--- src/rtl/dcm_reset_sequencer_pkg.sv ---
// Shared state encoding and default timing for the DCM reset sequencer.
package dcm_reset_sequencer_pkg;

    typedef enum logic [3:0] {
        HOLD    = 4'd0,
        WAIT66  = 4'd1,
        WAIT133 = 4'd2,
        WAITPH  = 4'd3,
        SETTLE  = 4'd4,
        RUN     = 4'd5,
        RETRY   = 4'd6,
        FAULT   = 4'd7
    } seq_state_t;

    localparam int unsigned DEF_RST_PULSE_CYCLES = 16;
    localparam int unsigned DEF_LOCK_TIMEOUT     = 65535;
    localparam int unsigned DEF_SETTLE_CYCLES    = 1024;
    localparam int unsigned DEF_MAX_RETRIES      = 3;

    // Width of the shared phase counter; it only ever needs to reach max-1.
    function automatic int unsigned cnt_width(input int unsigned a, input int unsigned b,
                                              input int unsigned c);
        int unsigned m;
        m = (a > b) ? a : b;
        m = (m > c) ? m : c;
        return (m < 2) ? 1 : $clog2(m);
    endfunction

endpackage

--- src/rtl/dcm_reset_sequencer_sync.sv ---
// Two-flop synchronizer with asynchronous preset/clear to a selectable value.
module sync2 #(
    parameter logic RST_VAL = 1'b0
) (
    input  logic clk100,
    input  logic rstRaw,
    input  logic d,
    output logic q
);

    logic meta;

    always_ff @(posedge clk100 or posedge rstRaw) begin
        if (rstRaw) begin
            meta <= RST_VAL;
            q    <= RST_VAL;
        end else begin
            meta <= d;
            q    <= meta;
        end
    end

endmodule

--- src/rtl/dcm_reset_sequencer.sv ---
// Orders DCM reset release, supervises LOCKED with timeout/retry and issues rstSys.
module dcm_reset_sequencer
    import dcm_reset_sequencer_pkg::*;
#(
    parameter int unsigned RST_PULSE_CYCLES = DEF_RST_PULSE_CYCLES,
    parameter int unsigned LOCK_TIMEOUT     = DEF_LOCK_TIMEOUT,
    parameter int unsigned SETTLE_CYCLES    = DEF_SETTLE_CYCLES,
    parameter int unsigned MAX_RETRIES      = DEF_MAX_RETRIES
) (
    input  logic       clk100,
    input  logic       rstRaw,
    input  logic       lock100,
    input  logic       lock66,
    input  logic       lock133,
    input  logic       lockPhase,
    output logic       dcmRst66,
    output logic       dcmRst133,
    output logic       dcmRstPhase,
    output logic       rstSys,
    output logic [3:0] state,
    output logic [1:0] retryCount,
    output logic [3:0] lossCount,
    output logic       fault
);

    localparam int unsigned CW = cnt_width(RST_PULSE_CYCLES, LOCK_TIMEOUT, SETTLE_CYCLES);
    localparam logic [CW-1:0] PULSE_LAST  = CW'(RST_PULSE_CYCLES - 1);
    localparam logic [CW-1:0] TO_LAST     = CW'(LOCK_TIMEOUT - 1);
    localparam logic [CW-1:0] SETTLE_LAST = CW'(SETTLE_CYCLES - 1);
    localparam logic [1:0]    RETRY_MAX   = 2'(MAX_RETRIES);

    logic rstSync, lk100, lk66, lk133, lkPh;

    sync2 #(.RST_VAL(1'b1)) u_rel   (.clk100(clk100), .rstRaw(rstRaw), .d(1'b0),      .q(rstSync));
    sync2 #(.RST_VAL(1'b0)) u_lk100 (.clk100(clk100), .rstRaw(rstRaw), .d(lock100),   .q(lk100));
    sync2 #(.RST_VAL(1'b0)) u_lk66  (.clk100(clk100), .rstRaw(rstRaw), .d(lock66),    .q(lk66));
    sync2 #(.RST_VAL(1'b0)) u_lk133 (.clk100(clk100), .rstRaw(rstRaw), .d(lock133),   .q(lk133));
    sync2 #(.RST_VAL(1'b0)) u_lkPh  (.clk100(clk100), .rstRaw(rstRaw), .d(lockPhase), .q(lkPh));

    seq_state_t    cur, nxt;
    logic [CW-1:0] cnt, cntNxt;
    logic [1:0]    retryNxt;
    logic [3:0]    lossNxt;
    logic          rst66Nxt, rst133Nxt, rstPhNxt, rstSysNxt, faultNxt;
    logic          allLocked, timeoutHit;

    assign state = cur;

    always_comb begin
        nxt        = cur;
        retryNxt   = retryCount;
        lossNxt    = lossCount;
        allLocked  = lk100 & lk66 & lk133 & lkPh;
        timeoutHit = (cnt == TO_LAST);

        unique case (cur)
            HOLD:    if (lk100 && cnt == PULSE_LAST) nxt = WAIT66;
            WAIT66: begin
                if (!lk100)          nxt = HOLD;
                else if (lk66)       nxt = WAIT133;
                else if (timeoutHit) nxt = RETRY;
            end
            WAIT133: begin
                if (!lk100)          nxt = HOLD;
                else if (!lk66)      nxt = RETRY;
                else if (lk133)      nxt = WAITPH;
                else if (timeoutHit) nxt = RETRY;
            end
            WAITPH: begin
                if (!lk100)              nxt = HOLD;
                else if (!lk66 || !lk133) nxt = RETRY;
                else if (lkPh)           nxt = SETTLE;
                else if (timeoutHit)     nxt = RETRY;
            end
            SETTLE: begin
                if (!lk100)                  nxt = HOLD;
                else if (!allLocked)         nxt = RETRY;
                else if (cnt == SETTLE_LAST) begin
                    nxt      = RUN;
                    retryNxt = '0;
                end
            end
            RUN: begin
                if (!allLocked) begin
                    nxt = HOLD;
                    if (lossCount != '1) lossNxt = lossCount + 4'd1;
                end
            end
            RETRY: begin
                if (retryCount == RETRY_MAX) nxt = FAULT;
                else begin
                    nxt      = HOLD;
                    retryNxt = retryCount + 2'd1;
                end
            end
            FAULT:   nxt = FAULT;
            default: nxt = HOLD;
        endcase

        // Counter only runs in timed states, restarting on any transition or lk100 dropout in HOLD.
        cntNxt = '0;
        if (nxt == cur && cur inside {HOLD, WAIT66, WAIT133, WAITPH, SETTLE}
            && !(cur == HOLD && !lk100))
            cntNxt = cnt + CW'(1);

        rst66Nxt  = !(nxt inside {WAIT66, WAIT133, WAITPH, SETTLE, RUN});
        rst133Nxt = !(nxt inside {WAIT133, WAITPH, SETTLE, RUN});
        rstPhNxt  = !(nxt inside {WAITPH, SETTLE, RUN});
        rstSysNxt = (nxt != RUN);
        faultNxt  = (nxt == FAULT);
    end

    always_ff @(posedge clk100 or posedge rstRaw) begin
        if (rstRaw) begin
            cur         <= HOLD;
            cnt         <= '0;
            retryCount  <= '0;
            lossCount   <= '0;
            dcmRst66    <= 1'b1;
            dcmRst133   <= 1'b1;
            dcmRstPhase <= 1'b1;
            rstSys      <= 1'b1;
            fault       <= 1'b0;
        end else if (!rstSync) begin
            cur         <= nxt;
            cnt         <= cntNxt;
            retryCount  <= retryNxt;
            lossCount   <= lossNxt;
            dcmRst66    <= rst66Nxt;
            dcmRst133   <= rst133Nxt;
            dcmRstPhase <= rstPhNxt;
            rstSys      <= rstSysNxt;
            fault       <= faultNxt;
        end
    end

endmodule

--- config.mk ---
export PLATFORM = sky130hd
export DESIGN_NAME = dcm_reset_sequencer
export DESIGN_NICKNAME = d
export VERILOG_FILES = /design/src/rtl/dcm_reset_sequencer_pkg.sv /design/src/rtl/dcm_reset_sequencer_sync.sv /design/src/rtl/dcm_reset_sequencer.sv
export SDC_FILE = /design/constraint.sdc
export NUM_CORES = 1
export LEC_CHECK = 0
export ABC_AREA = 1
export BUFFER_PORTS_ARGS = -buffer_cell sky130_fd_sc_hd__clkbuf_2
export CORE_UTILIZATION = 47
export DETAILED_ROUTE_END_ITERATION = 6
export HOLD_SLACK_MARGIN = 0.02
export PLACE_DENSITY = 0.69
export RECOVER_POWER = 25
export SYNTH_ARGS = -nofsm -noshare
export SYNTH_HDL_FRONTEND = slang
export SYNTH_SLANG_ARGS = --single-unit
--- constraint.sdc ---
create_clock -name clk100 -period 2.1 [get_ports clk100]
set_input_delay 0.21 -clock clk100 [delete_from_list [all_inputs] [get_ports clk100]]
set_output_delay 0.21 -clock clk100 [all_outputs]
set_load 0.01 [all_outputs]
After elaboration in Yosys (flattened, before gate mapping)

Index checks and enable logic that the tools add are counted.

Flip-flop bits (word level): 41
Input bits: 6
Output and inout port bits: 15
Logic and storage cells: 93

$add $sub $neg: 3
Equality and inequality tests: 24
Muxes and demuxes: 22
Bitwise operators: 5
Reductions and logical operators: 20

Operators by type and width:

| kind                                                                    | number |
|---|---|
| 4-bit two-way mux                                                       | 14 |
| 4-bit one-hot mux with 8 select lines                                   | 1 |
| 4-bit by 3-bit == test with 1-bit output, second input constant         | 7 |
| 16-bit by 1-bit adder with 16-bit output, second input constant         | 1 |
| 16-bit by 10-bit == test with 1-bit output, second input constant       | 1 |
| 16-bit == test, second input constant                                   | 1 |
| 16-bit by 4-bit == test with 1-bit output, second input constant        | 1 |
| 4-bit by 2-bit == test with 1-bit output, second input constant         | 4 |
| 16-bit two-way mux                                                      | 1 |
| 5-bit nonzero test                                                      | 2 |
| 4-bit by 1-bit == test with 1-bit output, second input constant         | 2 |
| 2-bit two-way mux                                                       | 4 |
| 1-bit logical NOT                                                       | 7 |
| 2-bit inequality test, second input constant                            | 3 |
| 6-bit AND reduction                                                     | 1 |
| 4-bit by 1-bit adder with 4-bit output, second input constant           | 1 |
| 4-bit == test                                                           | 1 |
| 1-bit logical AND                                                       | 4 |
| 4-bit logical NOT                                                       | 1 |
| 4-bit by 3-bit inequality test with 1-bit output, second input constant | 1 |
| 4-bit inequality test, second input constant                            | 1 |
| 2-bit one-hot mux with 2 select lines                                   | 1 |
| 4-bit AND reduction                                                     | 1 |
| 4-bit nonzero test                                                      | 1 |
| 9 further kinds                                                         | 12 |

Depth between registers and ports, before layout

Gate-level depths: netlist of the first run.

Depth after elaboration: 10
Depth in mapped cells: 16
Depth with buffers taken out: 15

Cells and area by module

Synthesis of the first run repeated with hierarchy kept, for this count alone.

Cell total of the unflattened synthesis: 303
Area total of the unflattened synthesis: 2,349.8 sq um

Modules (own cells, without submodules):

| module              | instances | cells an instance | area an instance (sq um) | sequential area each (sq um) |
|---|---|---|---|---|
| dcm_reset_sequencer | 1         | 288               | 2,078.2                  | 780.7 |
| sync2 (u_lk100 ...) | 4         | 3                 | 53.8                     | 50.0 |
| sync2 (u_rel)       | 1         | 3                 | 56.3                     | 52.6 |

Worst setup path after synthesis of the first run

Ideal clock, no wire load.

Kind: register to register
Start point: register retryCount[0]
End point: register cnt[10]
Setup time: 0.142 ns
Arrival: 1.796 ns
Data required time: 1.958 ns
Setup slack: 0.162 ns
Cell stages (with the launch flop): 13
Path buffers: 1
Clock period less this slack: 1.938 ns
Cells stage by stage: dfrtp_1 -> ha_1 -> o211ai_1 -> o21ai_1 -> inv_1 -> nand2_1 -> nor2_2 -> nand2_2 -> nand2_1 -> nand2_2 -> nand3_4 -> buf_6 -> a21oi_2

Word-level cells in the longest chain between the ends: 7

Ends and longest elaborated chain:

| item                                  | line                       | RTL |
|---|---|---|
| start, declared                       | dcm_reset_sequencer.sv:21  | `output logic [1:0] retryCount,` |
| start signal, assigned                | dcm_reset_sequencer.sv:127 | `retryCount <= retryNxt;` |
| 2-bit == test                         | dcm_reset_sequencer.sv:90  | `if (retryCount == RETRY_MAX) nxt = FAULT;` |
| 3-bit two-way mux                     | dcm_reset_sequencer.sv:90  |  |
| 4-bit one-hot mux with 8 select lines | dcm_reset_sequencer.sv:56  | `unique case (cur)` |
| 4-bit == test                         | dcm_reset_sequencer.sv:102 | `if (nxt == cur && cur inside {HOLD, WAIT66, WAIT133, WAITPH, SETTLE}` |
| 1-bit logical AND                     | dcm_reset_sequencer.sv:102 |  |
| 1-bit logical AND                     | dcm_reset_sequencer.sv:103 | `&& !(cur == HOLD && !lk100))` |
| 16-bit two-way mux                    | dcm_reset_sequencer.sv:102 |  |
| end signal, assigned                  | dcm_reset_sequencer.sv:126 | `cnt <= cntNxt;` |
| end, declared                         | dcm_reset_sequencer.sv:41  | `logic [CW-1:0] cnt, cntNxt;` |

No other way between the ends.
A chain may end at the register's enable or synchronous reset.

Worst setup path in the final report of the first run

Start point: register cur[3], in the netlist state[3]
End point: register cnt[14]

Word-level cells in the longest chain between the ends: 9
Elaborated cells between the ends (all ways): 30
Those cells by class: eq/ne: 8; mux: 16; reduce/logical: 6

Ends and longest elaborated chain:

| item                                  | line                                                                            | RTL |
|---|---|---|
| start, declared                       | dcm_reset_sequencer.sv:40                                                       | `seq_state_t cur, nxt;` |
| start signal, assigned                | dcm_reset_sequencer.sv:125                                                      | `cur <= nxt;` |
| 4-bit two-way mux                     | dcm_reset_sequencer.sv:61, dcm_reset_sequencer.sv:67, dcm_reset_sequencer.sv:73 |  |
| 4-bit two-way mux (on tied branches)  | dcm_reset_sequencer.sv:72, dcm_reset_sequencer.sv:66                            |  |
| 4-bit two-way mux (on tied branches)  | dcm_reset_sequencer.sv:71, dcm_reset_sequencer.sv:65                            |  |
| 4-bit two-way mux (on tied branches)  | dcm_reset_sequencer.sv:70, dcm_reset_sequencer.sv:64                            |  |
| 4-bit one-hot mux with 8 select lines | dcm_reset_sequencer.sv:56                                                       |  |
| 4-bit == test                         | dcm_reset_sequencer.sv:102                                                      |  |
| 1-bit logical AND                     | dcm_reset_sequencer.sv:102                                                      |  |
| 1-bit logical AND *                   | dcm_reset_sequencer.sv:103                                                      |  |
| 16-bit two-way mux *                  | dcm_reset_sequencer.sv:102                                                      |  |

Every way passes the cells marked *; elsewhere a longest branch is shown, timed or not.

==> run_results.csv, run 1 <==
group,metric,value,unit
drt,dr.pass1.iters,5,
global_route,antenna_found_initial,0,
synth,synth_ff_type,"dfrtp_1",
placed_design,pre_cts_slack,7.65,ps
clock_network,insertion_delay,300,ps
placed_design,gp_congestion,0.926,
timing,worst_pin_slew,1010,ps
clock_network,cts.sink_count,41,
worst_setup_path,worst-setup-path-type,"reg2reg",
worst_setup_path,crit_family,"simple AND/OR/NAND/NOR gates",
floorplanning,die-height,72.1,um
worst_setup_path,critPathSlowestCell,"dfrtp_1",
clock_network,cts_buffers,5,
floorplanning,num_rows,25,
synth,syn_nets,289,
global_route,grt_pass1_wl,8300,um
final_layout,fin_area,0.00282,sq mm
synth,synth.area.top_cells,"dfrtp_1 (38%), nand2_1 (8.8%), dfstp_2 (6.8%)",
power_and_ir_drop,max-vdd-ir-drop,0.444,mV
drt,wl,5060,um
worst_setup_path,critPathBufInv,1,
final_layout,area_delta_synth_final,22.1,%
flow_run,maxCapViolCount,0,
clock_network,cts_tree,"built",
min_path,hp-class,"reg2reg",
final_layout,final_net_count,330,
floorplanning,die_w,72.1,um
final_layout,fillers,437,
timing,slew_headroom,33.0,%
synth,ys_ff_latch,41,
worst_setup_path,crit_chain,"nor2_4, nand3_1, inv_2, nand4_1, nand2_2, nor2_4, nand2_2, nand2_1, nand2_4, nand3_4, a21oi_2",
drt,vias,1990,
floorplanning,start_util,48.9,%
drt,ant_nets,0,
final_layout,n_antenna_cell,0,
worst_setup_path,worst_setup_path_start_kind,"flop",
timing,slew_violations,0,
global_route,overflow,0,
timing,setup_violations,0,
synth,syn_avg_cell_area,8.27,sq um
drt,viasPerCell,5.13,
floorplanning,io_pins,21,
clock_network,cts.htree.levels,2,
timing,finalHoldViolations,0,
power_and_ir_drop,powerDensity,569,mW/mm^2
global_route,grt_max_degree,42,
floorplanning,dieArea,0.00520,sq mm
final_layout,drive_gt1_share,31.2,%
clock_network,clk_pin_slew,90,ps
drt,drc,0,
synth,synthMostInstantiatedCell,"nand2_1",
power_and_ir_drop,p_leak,1.29,nW
synth,syn-cell-area,0.00231,sq mm
synth,netlist_instances,279,
timing,finClkSkew,8.37,ps
clock_network,clockRootBuffer,"clkbuf_8",
drt,wl_per_cell,13.0,um
placed_design,numPortBuffers,20,
synth,yosys_warnings,0,
worst_setup_path,slowest_delay,490,ps
global_route,globalRouteTotalUtil,20.8,%
placed_design,postPlaceCellArea,0.00255,sq mm
clock_network,clk_path_buf_depth,2,
floorplanning,core-area,0.00472,sq mm
synth,synth_top_area_share,37.9,%
timing,fin_ws,132,ps
drt,drtIter0Drc,176,
timing,finalCritPeriodShare,93.7,%
global_route,grt_pass1_vias,1771,
synth,yosysTopAreaCell,"dfrtp_1",
worst_setup_path,endpoint_kind,"flop",
synth,synth.yosys.seq_area_share,44.8,%
worst_setup_path,required,2320,ps
placed_design,hpwlAfterDp,3480,um
timing,max_freq,0.508,GHz
worst_setup_path,arrival,2190,ps
synth,synth_common_cells,"nand2_1 (54), dfrtp_1 (35), inv_1 (32)",
status,outcome,"complete, no violations",
timing,fin_crit,1970,ps
synth,async_flop_share,100,%
synth,synth_edf_count,0,
worst_setup_path,path_max_fanout,8,
synth,yosysUniqueCellTypes,33,
## final timing paths
kind                       slack (ps)   startpoint   endpoint  depth (start not counted)
setup / recovery                  130     state[3]    cnt[14]                         11
hold / removal                    350  u_lkPh.meta   u_lkPh.q                          0
setup reg to reg                  130     state[3]    cnt[14]                         11
hold reg to reg                   350  u_lkPh.meta   u_lkPh.q                          0
max in group asynchronous         660       rstRaw   state[2]                          4
min in group asynchronous         750       rstRaw  u_lk100.q                          4
## worst register-to-register path, stage by stage, from the launching register on
cell,delay [ps]
dfrtp_1,490
nor2_4,210
nand3_1,130
inv_2,120
nand4_1,160
nand2_2,120
nor2_4,50
nand2_2,90
nand2_1,90
nand2_4,110
nand3_4,160
a21oi_2,190
## area by class of cell
class / count / area [sq um] / share of cell area (%)
Clock buffer: 5 / 68.8 / 2.44
Clock inverter: 3 / 46.3 / 1.64
Inverter: 37 / 139 / 4.93
Multi-Input combinational cell: 198 / 1190 / 42.4
Sequential cell: 41 / 1040 / 36.8
Tap cell: 67 / 83.8 / 2.98
Timing Repair Buffer: 37 / 250 / 8.88
## through the flow
step           hold WS [ps]  utilization (%)  instances  power, W  setup TNS [ps]
2_1_floorplan           241                -        279  0.000911               0
3_3_place_gp            318             53.9        371  0.000941               0
3_5_place_dp            321             53.9        371  0.000942               0
4_1_cts                 353             57.4        384   0.00160           -4.07
5_1_grt                 366             59.7        388   0.00167           -16.8
6_report                352             59.7        388   0.00160               0
## placed cells by master, fill, tap and decap left out, types with 2 or more instances in the layout
cell / count
xor2_1: 8
nor2_2: 5
nor2_1: 17
a21oi_2: 13
nor3_1: 6
dfrtp_2: 2
nand2_1: 51
inv_2: 6
dfstp_2: 5
ha_1: 3
nand4_1: 6
nand3_2: 2
dlygate4sd3_1: 5
nand3_4: 2
clkbuf_2: 21
buf_4: 10
o21ai_1: 7
o211ai_1: 3
inv_1: 30
nand2_2: 11
nand3_1: 20
nor4_1: 2
o21ai_0: 15
clkbuf_8: 5
nor2_4: 6
or2_2: 2
a21oi_1: 5
xnor2_1: 4
dfrtp_1: 33
## sequential cells by signal, summed over array words and instances (netlist names), 2 cells and up
signal	count
retryCount	2
cnt	16
lossCount	4
state	4
## metal layers
layer  GRT usage (%)  share of wire [%]  vias to the layer above
met5               0                  0                        -
met4            7.84                1.3                        0
met3            4.44                4.0                        5
met2            29.6                 45                       50
met1            31.1                 50                      946
li1                -                  -                      989
## report_power, final
| part | total (W) | internal [W] | switching [W] |
|---|---|---|---|
| clock network | 0.000651 | 0.000356 | 0.000295 |
| registers | 0.000837 | 0.000817 | 0.0000199 |
| logic | 0.000115 | 0.0000453 | 0.0000701 |
## cell families after synthesis
group / after synthesis / synth area share, %
compound gates: 47 / 12.6
xor+xnor: 12 / 4.55
fa+ha+maj: 4 / 2.17
buf+inv: 42 / 7.48
flops: 41 / 44.8
mux: 1 / 0.488
other cells: 1 / 0.162
simple gates: 131 / 27.8
## what timing repair did
action                                 4_1_cts  5_1_grt
gates cloned                                 0        2
pin swaps                                    2       12
setup buffers                                0        2
hold buffers                                 5        0
endpoints found under the hold margin        9        0
gates resized for setup                      0       23
setup endpoints to repair                    3       19
(Power assumes the default switching activity.)
==> run 2: changes to the inputs <==
--- a/config.mk
+++ b/config.mk
@@ -7,6 +7,7 @@
 export LEC_CHECK = 0
 export ABC_AREA = 1
 export BUFFER_PORTS_ARGS = -buffer_cell sky130_fd_sc_hd__clkbuf_2
+export CORE_ASPECT_RATIO = 1.4
 export CORE_UTILIZATION = 47
 export DETAILED_ROUTE_END_ITERATION = 6
 export HOLD_SLACK_MARGIN = 0.02
==> run 2 against run 1 <==
First-iteration DRC count fell by 55%. Non-clock buffer count rose by 5. Cell count fell by 0.26%. Maximum frequency rose by 0.13%. Sequential power barely moved. Critical path depth did not move. Core utilization rose by 0.32 points.
==> run_results.csv, run 2 (synthesis results as in run 1) <==
group,metric,value,unit
floorplanning,die_w,61.2,um
timing,finalHoldViolations,0,
power_and_ir_drop,powerDensity,518,mW/mm^2
global_route,grt_pass1_wl,8290,um
drt,drtIter0Drc,79,
final_layout,final_cell_mix,"nand2_1 (52), dfrtp_1 (35), inv_1 (31)",
timing,finClkSkew,2.97,ps
drt,viasPerCell,5.24,
drt,drc,0,
placed_design,hpwlAfterDp,3810,um
timing,slew_headroom,31.6,%
worst_setup_path,crit_family,"simple AND/OR/NAND/NOR gates",
clock_network,insertion_delay,290,ps
placed_design,gp_congestion,0.937,
timing,finalCritPeriodShare,93.6,%
worst_setup_path,arrival,2180,ps
worst_setup_path,worst_setup_path_start_kind,"flop",
power_and_ir_drop,p_leak,1.30,nW
final_layout,n_antenna_cell,0,
worst_setup_path,crit_chain,"buf_4, nor2_4, and3_1, nand4_1, nand2_1, nand2_2, nand2_2, nand2_1, nand2_2, nand3_4, a21oi_2",
global_route,antenna_found_initial,0,
global_route,grt_max_degree,42,
floorplanning,io_pins,21,
clock_network,cts.htree.levels,2,
placed_design,postPlaceCellArea,0.00254,sq mm
final_layout,fin_area,0.00276,sq mm
final_layout,area_delta_synth_final,19.7,%
floorplanning,num_rows,29,
drt,wl,5220,um
worst_setup_path,required,2320,ps
global_route,globalRouteTotalUtil,21.4,%
global_route,overflow,0,
clock_network,clk_pin_slew,70,ps
floorplanning,core-area,0.00461,sq mm
global_route,grt_pass1_vias,1894,
power_and_ir_drop,max-vdd-ir-drop,0.451,mV
floorplanning,start_util,50.1,%
final_layout,largest_reg_flops,16,
worst_setup_path,path_max_fanout,9,
final_layout,drive_gt1_share,31.4,%
final_layout,regMostFlops,"cnt",
clock_network,cts.sink_count,41,
clock_network,clk_path_buf_depth,2,
timing,fin_crit,1970,ps
final_layout,final_net_count,334,
timing,tns,0,ps
flow_run,maxCapViolCount,0,
worst_setup_path,critPathSlowestCell,"dfrtp_1",
worst_setup_path,crit_top_cell,"nand2_2",
floorplanning,die-height,84.9,um
timing,setup_violations,0,
drt,dr.pass1.iters,4,
timing,worst_pin_slew,1030,ps
drt,wl_per_cell,13.5,um
worst_setup_path,slowest_delay,390,ps
final_layout,final_common_cell,"nand2_1",
timing,slew_violations,0,
floorplanning,dieArea,0.00520,sq mm
timing,max_freq,0.509,GHz
drt,ant_nets,0,
placed_design,numPortBuffers,20,
drt,vias,2028,
clock_network,clockRootBuffer,"clkbuf_8",
worst_setup_path,critPathBufInv,1,
final_layout,fillers,418,
worst_setup_path,worst-setup-path-type,"reg2reg",
worst_setup_path,endpoint_kind,"flop",
clock_network,cts_tree,"built",
final_layout,finish.utilization,60.0,%
min_path,hp-class,"in2reg",
clock_network,cts_buffers,5,
status,outcome,"complete, no violations",
-- run 2: cell types whose count changed in the layout (fill, tap and decap cells not counted), moves of 2 or more --
cell	change
dfrtp_2	-2
clkinv_2	+2
o21ai_1	+3
dfrtp_1	+2
o21ai_0	-3
buf_4	+9
dlygate4sd3_1	-3
-- run 2: path summary, 6_finish.rpt --
| kind | endpoint | from | slack (ps) | depth (start not counted) |
|---|---|---|---|---|
| setup / recovery | cnt[13] | state[2] | 130 | 11 |
| hold / removal | u_lk133.meta | lock133 | 30 | 1 |
| setup reg to reg | cnt[13] | state[2] | 130 | 11 |
| hold reg to reg | u_lkPh.q | u_lkPh.meta | 360 | 0 |
| max in group asynchronous | u_lk133.meta | rstRaw | 1260 | 3 |
| min in group asynchronous | u_lk100.meta | rstRaw | 210 | 3 |
-- run 2: layout make-up --
class / instances / area, sq um / area share [%]
Sequential cell: 41 / 1030 / 37.4
Clock buffer: 6 / 72.6 / 2.63
Inverter: 37 / 139 / 5.02
Multi-Input combinational cell: 197 / 1160 / 42.1
Timing Repair Buffer: 42 / 268 / 9.69
Tap cell: 62 / 77.6 / 2.81
Clock inverter: 2 / 10.0 / 0.362
-- run 2: worst reg2reg max path, cell delays in order, from the launching register on --
cell and delay [ps]:
dfrtp_1 390, buf_4 150, nor2_4 190, and3_1 250, nand4_1 110, nand2_1 90, nand2_2 60, nand2_2 100
nand2_1 70, nand2_2 120, nand3_4 180, a21oi_2 190
-- run 2: what timing repair did --
item | in CTS | in global routing
hold buffers | 2 | 0
cloned | 0 | 1
hold endpoints to repair | 2 | 0
gates resized for setup | 0 | 18
pin swaps | 1 | 10
setup buffers | 0 | 8
setup endpoints to repair | 1 | 18
-- run 2: through the flow --
stage	power (W)	worst slack [ps]	instances	hold WS, ps
6_report	0.00143	135	387	28.1
5_1_grt	0.00150	-24.4	387	20.2
4_1_cts	0.00144	2.16	378	25.8
3_5_place_dp	0.000945	15.5	368	320
3_3_place_gp	0.000943	55.7	368	319
2_1_floorplan	0.000911	162	279	241
-- run 2: power breakdown --
group | switching (W) | internal [W] | total, W
logic | 0.0000689 | 0.0000368 | 0.000106
registers | 0.0000184 | 0.000818 | 0.000836
clock network | 0.000260 | 0.000230 | 0.000491
total | 0.000348 | 0.00108 | 0.00143
-- run 2: layer usage --
metal  vias up  track usage [%]  share of wire (%)
li1       1002                -                  -
met1       969             25.1                 40
met2        40             37.2                 54
met3        17             3.35                2.0
met4         0             9.30                3.8
met5         -                0                  0
